[src/rtl/multdiv_pkg.sv]
// Shared encodings for the iterative multiply/divide unit.
package multdiv_pkg;

    typedef enum logic [1:0] {
        S_IDLE,
        S_RUN,
        S_FIX,
        S_DONE
    } state_e;

    typedef enum logic {
        OP_MULT,
        OP_DIV
    } op_e;

    // The counter reaches WIDTH on the last RUN cycle, so it needs room for WIDTH itself.
    function automatic int cnt_width(input int width);
        return $clog2(width + 1);
    endfunction

endpackage

[src/rtl/multdiv_signconv.sv]
// Conditional two's-complement negation. With cin_i=1 it is a plain negate or a magnitude;
// cin_i lets the upper half of a double-width negation take the carry out of the lower half.
module multdiv_signconv #(
    parameter int WIDTH = 32
) (
    input  logic [WIDTH-1:0] in_i,
    input  logic             neg_i,
    input  logic             cin_i,
    output logic [WIDTH-1:0] out_o
);

    assign out_o = (neg_i ? ~in_i : in_i) + {{(WIDTH-1){1'b0}}, neg_i & cin_i};

endmodule

[src/rtl/multdiv_iter.sv]
// Iterative radix-2 multiply / restoring divide, WIDTH cycles of iteration plus one
// sign-fix cycle and a one-cycle result-ready pulse.
module multdiv_iter
    import multdiv_pkg::*;
#(
    parameter int WIDTH = 32
) (
    input  logic             clock,
    input  logic             reset,
    input  logic [WIDTH-1:0] data_operandA,
    input  logic [WIDTH-1:0] data_operandB,
    input  logic             ctrl_MULT,
    input  logic             ctrl_DIV,
    input  logic             ctrl_SIGNED,
    output logic [WIDTH-1:0] data_result,
    output logic [WIDTH-1:0] data_result_hi,
    output logic             data_exception,
    output logic             data_resultRDY,
    output logic             busy
);

    localparam int CW = cnt_width(WIDTH);
    localparam logic [WIDTH-1:0] MOST_NEG = {1'b1, {(WIDTH-1){1'b0}}};

    state_e               state_q, state_d;
    op_e                  op_q, op_d;
    logic                 sgn_q, sgn_d;
    logic                 neg_q, neg_d;     // quotient/product must be negated
    logic                 sa_q, sa_d;       // dividend was negative (remainder sign)
    logic                 ovf_q, ovf_d;     // signed MOST_NEG / -1
    logic [2*WIDTH-1:0]   acc_q, acc_d;
    logic [WIDTH-1:0]     opb_q, opb_d;
    logic [CW-1:0]        cnt_q, cnt_d;
    logic [WIDTH-1:0]     res_q, res_d;
    logic [WIDTH-1:0]     hi_q, hi_d;
    logic                 exc_q, exc_d;

    logic                 start;
    logic [WIDTH-1:0]     mag_a, mag_b;
    logic [WIDTH:0]       mul_sum;
    logic [2*WIDTH-1:0]   mul_next;
    logic [WIDTH:0]       div_shift;
    logic [WIDTH-1:0]     div_diff;
    logic                 div_ge;
    logic [2*WIDTH-1:0]   div_next;
    logic [WIDTH-1:0]     acc_lo, acc_hi;
    logic [WIDTH-1:0]     lo_fix, hi_fix;
    logic                 hi_neg, hi_cin;

    assign start = ctrl_MULT | ctrl_DIV;

    multdiv_signconv #(.WIDTH(WIDTH)) u_mag_a (
        .in_i  (data_operandA),
        .neg_i (ctrl_SIGNED & data_operandA[WIDTH-1]),
        .cin_i (1'b1),
        .out_o (mag_a)
    );

    multdiv_signconv #(.WIDTH(WIDTH)) u_mag_b (
        .in_i  (data_operandB),
        .neg_i (ctrl_SIGNED & data_operandB[WIDTH-1]),
        .cin_i (1'b1),
        .out_o (mag_b)
    );

    // Multiply: accumulator is {partial product, remaining multiplier bits}, shifted right.
    assign mul_sum  = {1'b0, acc_q[2*WIDTH-1:WIDTH]} + (acc_q[0] ? {1'b0, opb_q} : '0);
    assign mul_next = {mul_sum, acc_q[WIDTH-1:1]};

    // Divide: accumulator is {partial remainder, dividend/quotient bits}, shifted left.
    assign div_shift = acc_q[2*WIDTH-1:WIDTH-1];
    assign div_ge    = div_shift >= {1'b0, opb_q};
    assign div_diff  = div_shift[WIDTH-1:0] - opb_q;
    assign div_next  = div_ge ? {div_diff, acc_q[WIDTH-2:0], 1'b1}
                              : {div_shift[WIDTH-1:0], acc_q[WIDTH-2:0], 1'b0};

    assign acc_lo = acc_q[WIDTH-1:0];
    assign acc_hi = acc_q[2*WIDTH-1:WIDTH];
    assign hi_neg = (op_q == OP_MULT) ? neg_q : sa_q;
    assign hi_cin = (op_q == OP_MULT) ? (acc_lo == '0) : 1'b1;

    multdiv_signconv #(.WIDTH(WIDTH)) u_fix_lo (
        .in_i  (acc_lo),
        .neg_i (neg_q),
        .cin_i (1'b1),
        .out_o (lo_fix)
    );

    multdiv_signconv #(.WIDTH(WIDTH)) u_fix_hi (
        .in_i  (acc_hi),
        .neg_i (hi_neg),
        .cin_i (hi_cin),
        .out_o (hi_fix)
    );

    always_ff @(posedge clock) begin
        if (reset) begin
            state_q <= S_IDLE;
            op_q    <= OP_MULT;
            sgn_q   <= 1'b0;
            neg_q   <= 1'b0;
            sa_q    <= 1'b0;
            ovf_q   <= 1'b0;
            acc_q   <= '0;
            opb_q   <= '0;
            cnt_q   <= '0;
            res_q   <= '0;
            hi_q    <= '0;
            exc_q   <= 1'b0;
        end else begin
            state_q <= state_d;
            op_q    <= op_d;
            sgn_q   <= sgn_d;
            neg_q   <= neg_d;
            sa_q    <= sa_d;
            ovf_q   <= ovf_d;
            acc_q   <= acc_d;
            opb_q   <= opb_d;
            cnt_q   <= cnt_d;
            res_q   <= res_d;
            hi_q    <= hi_d;
            exc_q   <= exc_d;
        end
    end

    always_comb begin
        state_d = state_q;
        op_d    = op_q;
        sgn_d   = sgn_q;
        neg_d   = neg_q;
        sa_d    = sa_q;
        ovf_d   = ovf_q;
        acc_d   = acc_q;
        opb_d   = opb_q;
        cnt_d   = cnt_q;
        res_d   = res_q;
        hi_d    = hi_q;
        exc_d   = exc_q;

        unique case (state_q)
            S_RUN: begin
                acc_d = (op_q == OP_MULT) ? mul_next : div_next;
                cnt_d = cnt_q + 1'b1;
                if (cnt_q == CW'(WIDTH - 1)) state_d = S_FIX;
            end
            S_FIX: begin
                state_d = S_DONE;
                res_d   = lo_fix;
                hi_d    = hi_fix;
                if (op_q == OP_MULT) begin
                    exc_d = sgn_q ? (hi_fix != {WIDTH{lo_fix[WIDTH-1]}}) : (hi_fix != '0);
                end else if (opb_q == '0) begin
                    // With a zero divisor the remainder register ends up holding |A|,
                    // so only the quotient needs forcing.
                    res_d = '0;
                    exc_d = 1'b1;
                end else begin
                    exc_d = ovf_q;
                end
            end
            S_DONE:  state_d = S_IDLE;
            default: ;
        endcase

        // A new start always wins, aborting whatever is in flight.
        if (start) begin
            state_d = S_RUN;
            op_d    = ctrl_MULT ? OP_MULT : OP_DIV;
            sgn_d   = ctrl_SIGNED;
            neg_d   = ctrl_SIGNED & (data_operandA[WIDTH-1] ^ data_operandB[WIDTH-1]);
            sa_d    = ctrl_SIGNED & data_operandA[WIDTH-1];
            ovf_d   = ctrl_SIGNED && (data_operandA == MOST_NEG) && (&data_operandB);
            acc_d   = {{WIDTH{1'b0}}, mag_a};
            opb_d   = mag_b;
            cnt_d   = '0;
        end
    end

    assign data_result    = res_q;
    assign data_result_hi = hi_q;
    assign data_exception = exc_q;
    assign data_resultRDY = (state_q == S_DONE);
    assign busy           = (state_q == S_RUN) || (state_q == S_FIX);

endmodule
[config.mk]
export PLATFORM = sky130hd
export DESIGN_NAME = multdiv_iter
export DESIGN_NICKNAME = d
export VERILOG_FILES = /design/src/rtl/multdiv_pkg.sv /design/src/rtl/multdiv_signconv.sv /design/src/rtl/multdiv_iter.sv
export SDC_FILE = /design/constraint.sdc
export NUM_CORES = 1
export LEC_CHECK = 0
export BUFFER_PORTS_ARGS = -buffer_cell sky130_fd_sc_hd__clkbuf_2
export CAP_MARGIN = 40
export CORE_ASPECT_RATIO = 0.5
export CORE_UTILIZATION = 40
export CTS_CLUSTER_SIZE = 12
export DETAILED_ROUTE_END_ITERATION = 10
export SYNTH_ARGS = -nofsm -noshare
export SYNTH_HDL_FRONTEND = slang
export SYNTH_SLANG_ARGS = --single-unit
[constraint.sdc]
create_clock -name clock -period 4 [get_ports clock]
set_input_delay 0.2 -clock clock [delete_from_list [all_inputs] [get_ports clock]]
set_output_delay 0.2 -clock clock [all_outputs]
set_load 0.005 [all_outputs]
==> summary.txt <==
Run status
  • Run status: complete, no violations

Logic synthesis
  • Mapped cell area: approximately 0.016 mm²
  • Synthesized Nets: 2331
  • Top FF cell, synth: dfxtp_1
  • Syn Inst Count: 2182
  • Ys async rst share: 0%
  • EDFF count, synth: 0
  • Register area share after synthesis: between 20% and 30%
  • Library cells used by synthesis: approximately 110
  • Mean Syn Cell Area: about 7.3 µm²
  • Ys Warns: 0
  • Synthesized flop and latch total: approximately 170

Clocking
  • Clock buffer depth: 2
  • CTS tree: yes
  • Htree depth: 4
  • CTS buffer count: 17
  • Post-CTS Hold Buffers: 0
  • Root buf cell: clkbuf_16
  • Clk Latency, worst-skew pair: between 0.4 and 0.5 ns
  • Reg clk slew, reported paths: 0.07 ns
  • Clk sinks: 174

Setup path
  • Critical Setup Path Class: reg -> reg
  • Worst Path Max Fanout: 5
  • Data required, critical path: 4.35 ns
  • CP max-delay cell: or4b_4
  • Startpoint types: register
  • Critical Path AT: ~4.2 ns
  • Critical Path Most Common Cell: buf_4
  • Worst Setup End Kind: register
  • Critical Path Max Stage Delay: about 0.53 ns
  • Sequence of cells on the critical path: or4b_4 > nand4b_1 > o31ai_2 > buf_4 > ha_4 > ha_4 > nand2_4 > nor4_4 > and3_4 > buf_4 > o211ai_1 > xnor2_1 > buf_4 > nand3_1 > a2111oi_2 > and4_1 > nor3_1

Drt
  • DR WL/cell: 18.25 µm
  • TritonRoute pass-1 iters: 5
  • Remaining DRCs: 0
  • Final ANT Viol Nets: 0
  • Final WL: ~52 mm
  • Routed vias: 16487
  • Vias per Instance: between 5 and 6
  • DRT iter0 DRCs: about 1400

Die
  • Vert. Die Dim: about 140 µm
  • Effective utilization at floorplan: 40.84%
  • Rows: 51
  • Die area: 0.04079 mm²
  • Core area: around 0.04 mm²
  • Die Width: between 200 and 300 µm
  • Ports: 136

Power
  • Total power: ~5000 µW
  • P_leak: roughly 0.0073 µW
  • Power per standard cell area: between 200 and 300 mW/mm²
  • VDD IR max: 0.2938 mV

Finish
  • Core Util, Final: ~47%
  • Fill cells: around 4000
  • Final Cell Area: 0.01852 mm²
  • Most frequent cells in the layout: nor2_1 (292), a21oi_1 (185), dfxtp_1 (170)
  • Most common cell after layout, fill and taps aside: nor2_1
  • Syn-to-layout area delta: 15.95%
  • # diodes: 0
  • Final Net Count: around 2500
  • Layout cell share with drive strength beyond 1: 16.94%

Global routing
  • GRT Residual Overflow: 0
  • Vias in the first global route: 15161
  • Initial antenna violation count: 0
  • Grt met1 use: about a third
  • Met3 Use GR: 4.698%
  • First-pass GRT wire length: just over 80 mm
  • Gr usage total: roughly a quarter
  • Routing usage on met2: between 40% and 50%
  • Grt peak-use layer: met2
  • Largest net degree at the start of global routing: 71

Run
  • Max-Cap Viols: 0

Timing
  • Worst slew margin: a little under half
  • Max-slew violations: 0
  • Skew final: ~0.014 ns
  • Final number of setup-violating endpoints: 0
  • Final period util: between 90% and 100%
  • Least-Margin Pin Slew: ~0.8 ns
  • RSZ-0062 raised after global routing: true
  • Final setup margin: 0.1127 ns
  • Endpoints failing hold: 0
  • Fmax: between 200 and 300 MHz
  • Hold WS: 0.03283 ns
  • Final min period: 3.887 ns

Place
  • Placer Congestion: roughly 0.93
  • Port-buffer cells: 135
  • Dpl ws: -0.3065 ns
  • Area after DPL: 0.01778 mm²
  • Post-DP HPWL: about 40 mm

Min path
  • Hold Crit Class: in -> reg
[cell type report]
cell class,instances,area [µm²],share of cell area [%]
multi-input cells,1755,11640,62.85
flip-flops and latches,174,3491,18.85
repair buffers,283,1818,9.814
well taps,530,663.1,3.580
clock buffers,19,454.2,2.452
inverters,93,349.1,1.885
clock inverters,13,106.4,0.5741
[critical path, delay by kind of cell (launching register included)]
kind                       cells  cell delay, ns
adders and majority gates      2            0.30
DFF                            1            0.32
and+or+nand+nor                8            1.64
xor gates and xnor gates       1            0.24
AOI/OAI and AO/OA              3            0.83
buffers and inverters          3            0.43
[registers in the layout, summed over array words and instances, names as in the netlist]
signal / count
sa_q: 1
data_exception: 1
data_result: 32
ovf_q: 1
state_q: 2
sgn_q: 1
data_result_hi: 32
cnt_q: 6
neg_q: 1
op_q: 1
acc_q: 64
opb_q: 32
[cell families after synthesis]
group,count (synthesis),share of synthesized area [%]
adders and majority gates,80,6.360
xor gates and xnor gates,214,11.82
DFF,174,21.80
and+or+nand+nor,772,23.83
AOI/OAI and AO/OA,627,25.92
buffers and inverters,253,6.273
muxes,62,4.002
[where the power goes]
part           internal, µW  switching (µW)
sequential             1810            55.8
clock                   843             810
combinational           588             905
[metrics by stage]
step,setup TNS [ns],cells
6_report,0,2867
5_1_grt,-0.08451,2867
4_1_cts,0,2862
3_5_place_dp,-0.3065,2828
3_3_place_gp,-0.1346,2827
2_1_floorplan,0,2182
[timing repair]
item | in CTS | in global routing
setup buffers | 2 | 5
resized for setup | 8 | 16
pin swaps | 9 | 15
endpoints found under the setup margin | 1 | 2
[metal layers]
| layer | part of all wire [%] | wire length [µm] |
|---|---|---|
| met3 | 5.8 | 3056 |
| met4 | 1.7 | 909 |
| met5 | 0 | 0 |
| met1 | 48 | 24880 |
| met2 | 45 | 23490 |
[Yosys cell counts (23+ instances only)]
cell      number  share of area [%]
xor2_1        59                3.2
a211oi_1      91                4.3
clkbuf_1     120                2.8
nor2_1       293                6.9
xnor2_1      154                8.4
a21o_1        23                1.1
a31oi_1       29                1.1
inv_1         91                2.1
ha_1          78                6.1
nor3_1        51                1.6
or3_1         28                1.1
dfxtp_1      174                 22
nor4_1        33                1.3
a22oi_1       31                1.5
mux2i_1       52                3.3
nand4_1       34                1.3
a21oi_1      186                5.8
nand2_1      152                3.6
o21ai_0       95                3.0
nand3_1       51                1.6
[path summary, 6_finish.rpt]
kind / slack (ns) / cells after the start / start / endpoint
max: 0.11 / 17 / acc_q[3] / data_exception
min: 0.03 / 2 / ctrl_MULT / op_q
max reg2reg: 0.11 / 17 / acc_q[3] / data_exception
min reg2reg: 0.46 / 2 / opb_q[8] / opb_q[8]
(Power assumes the default switching activity.)
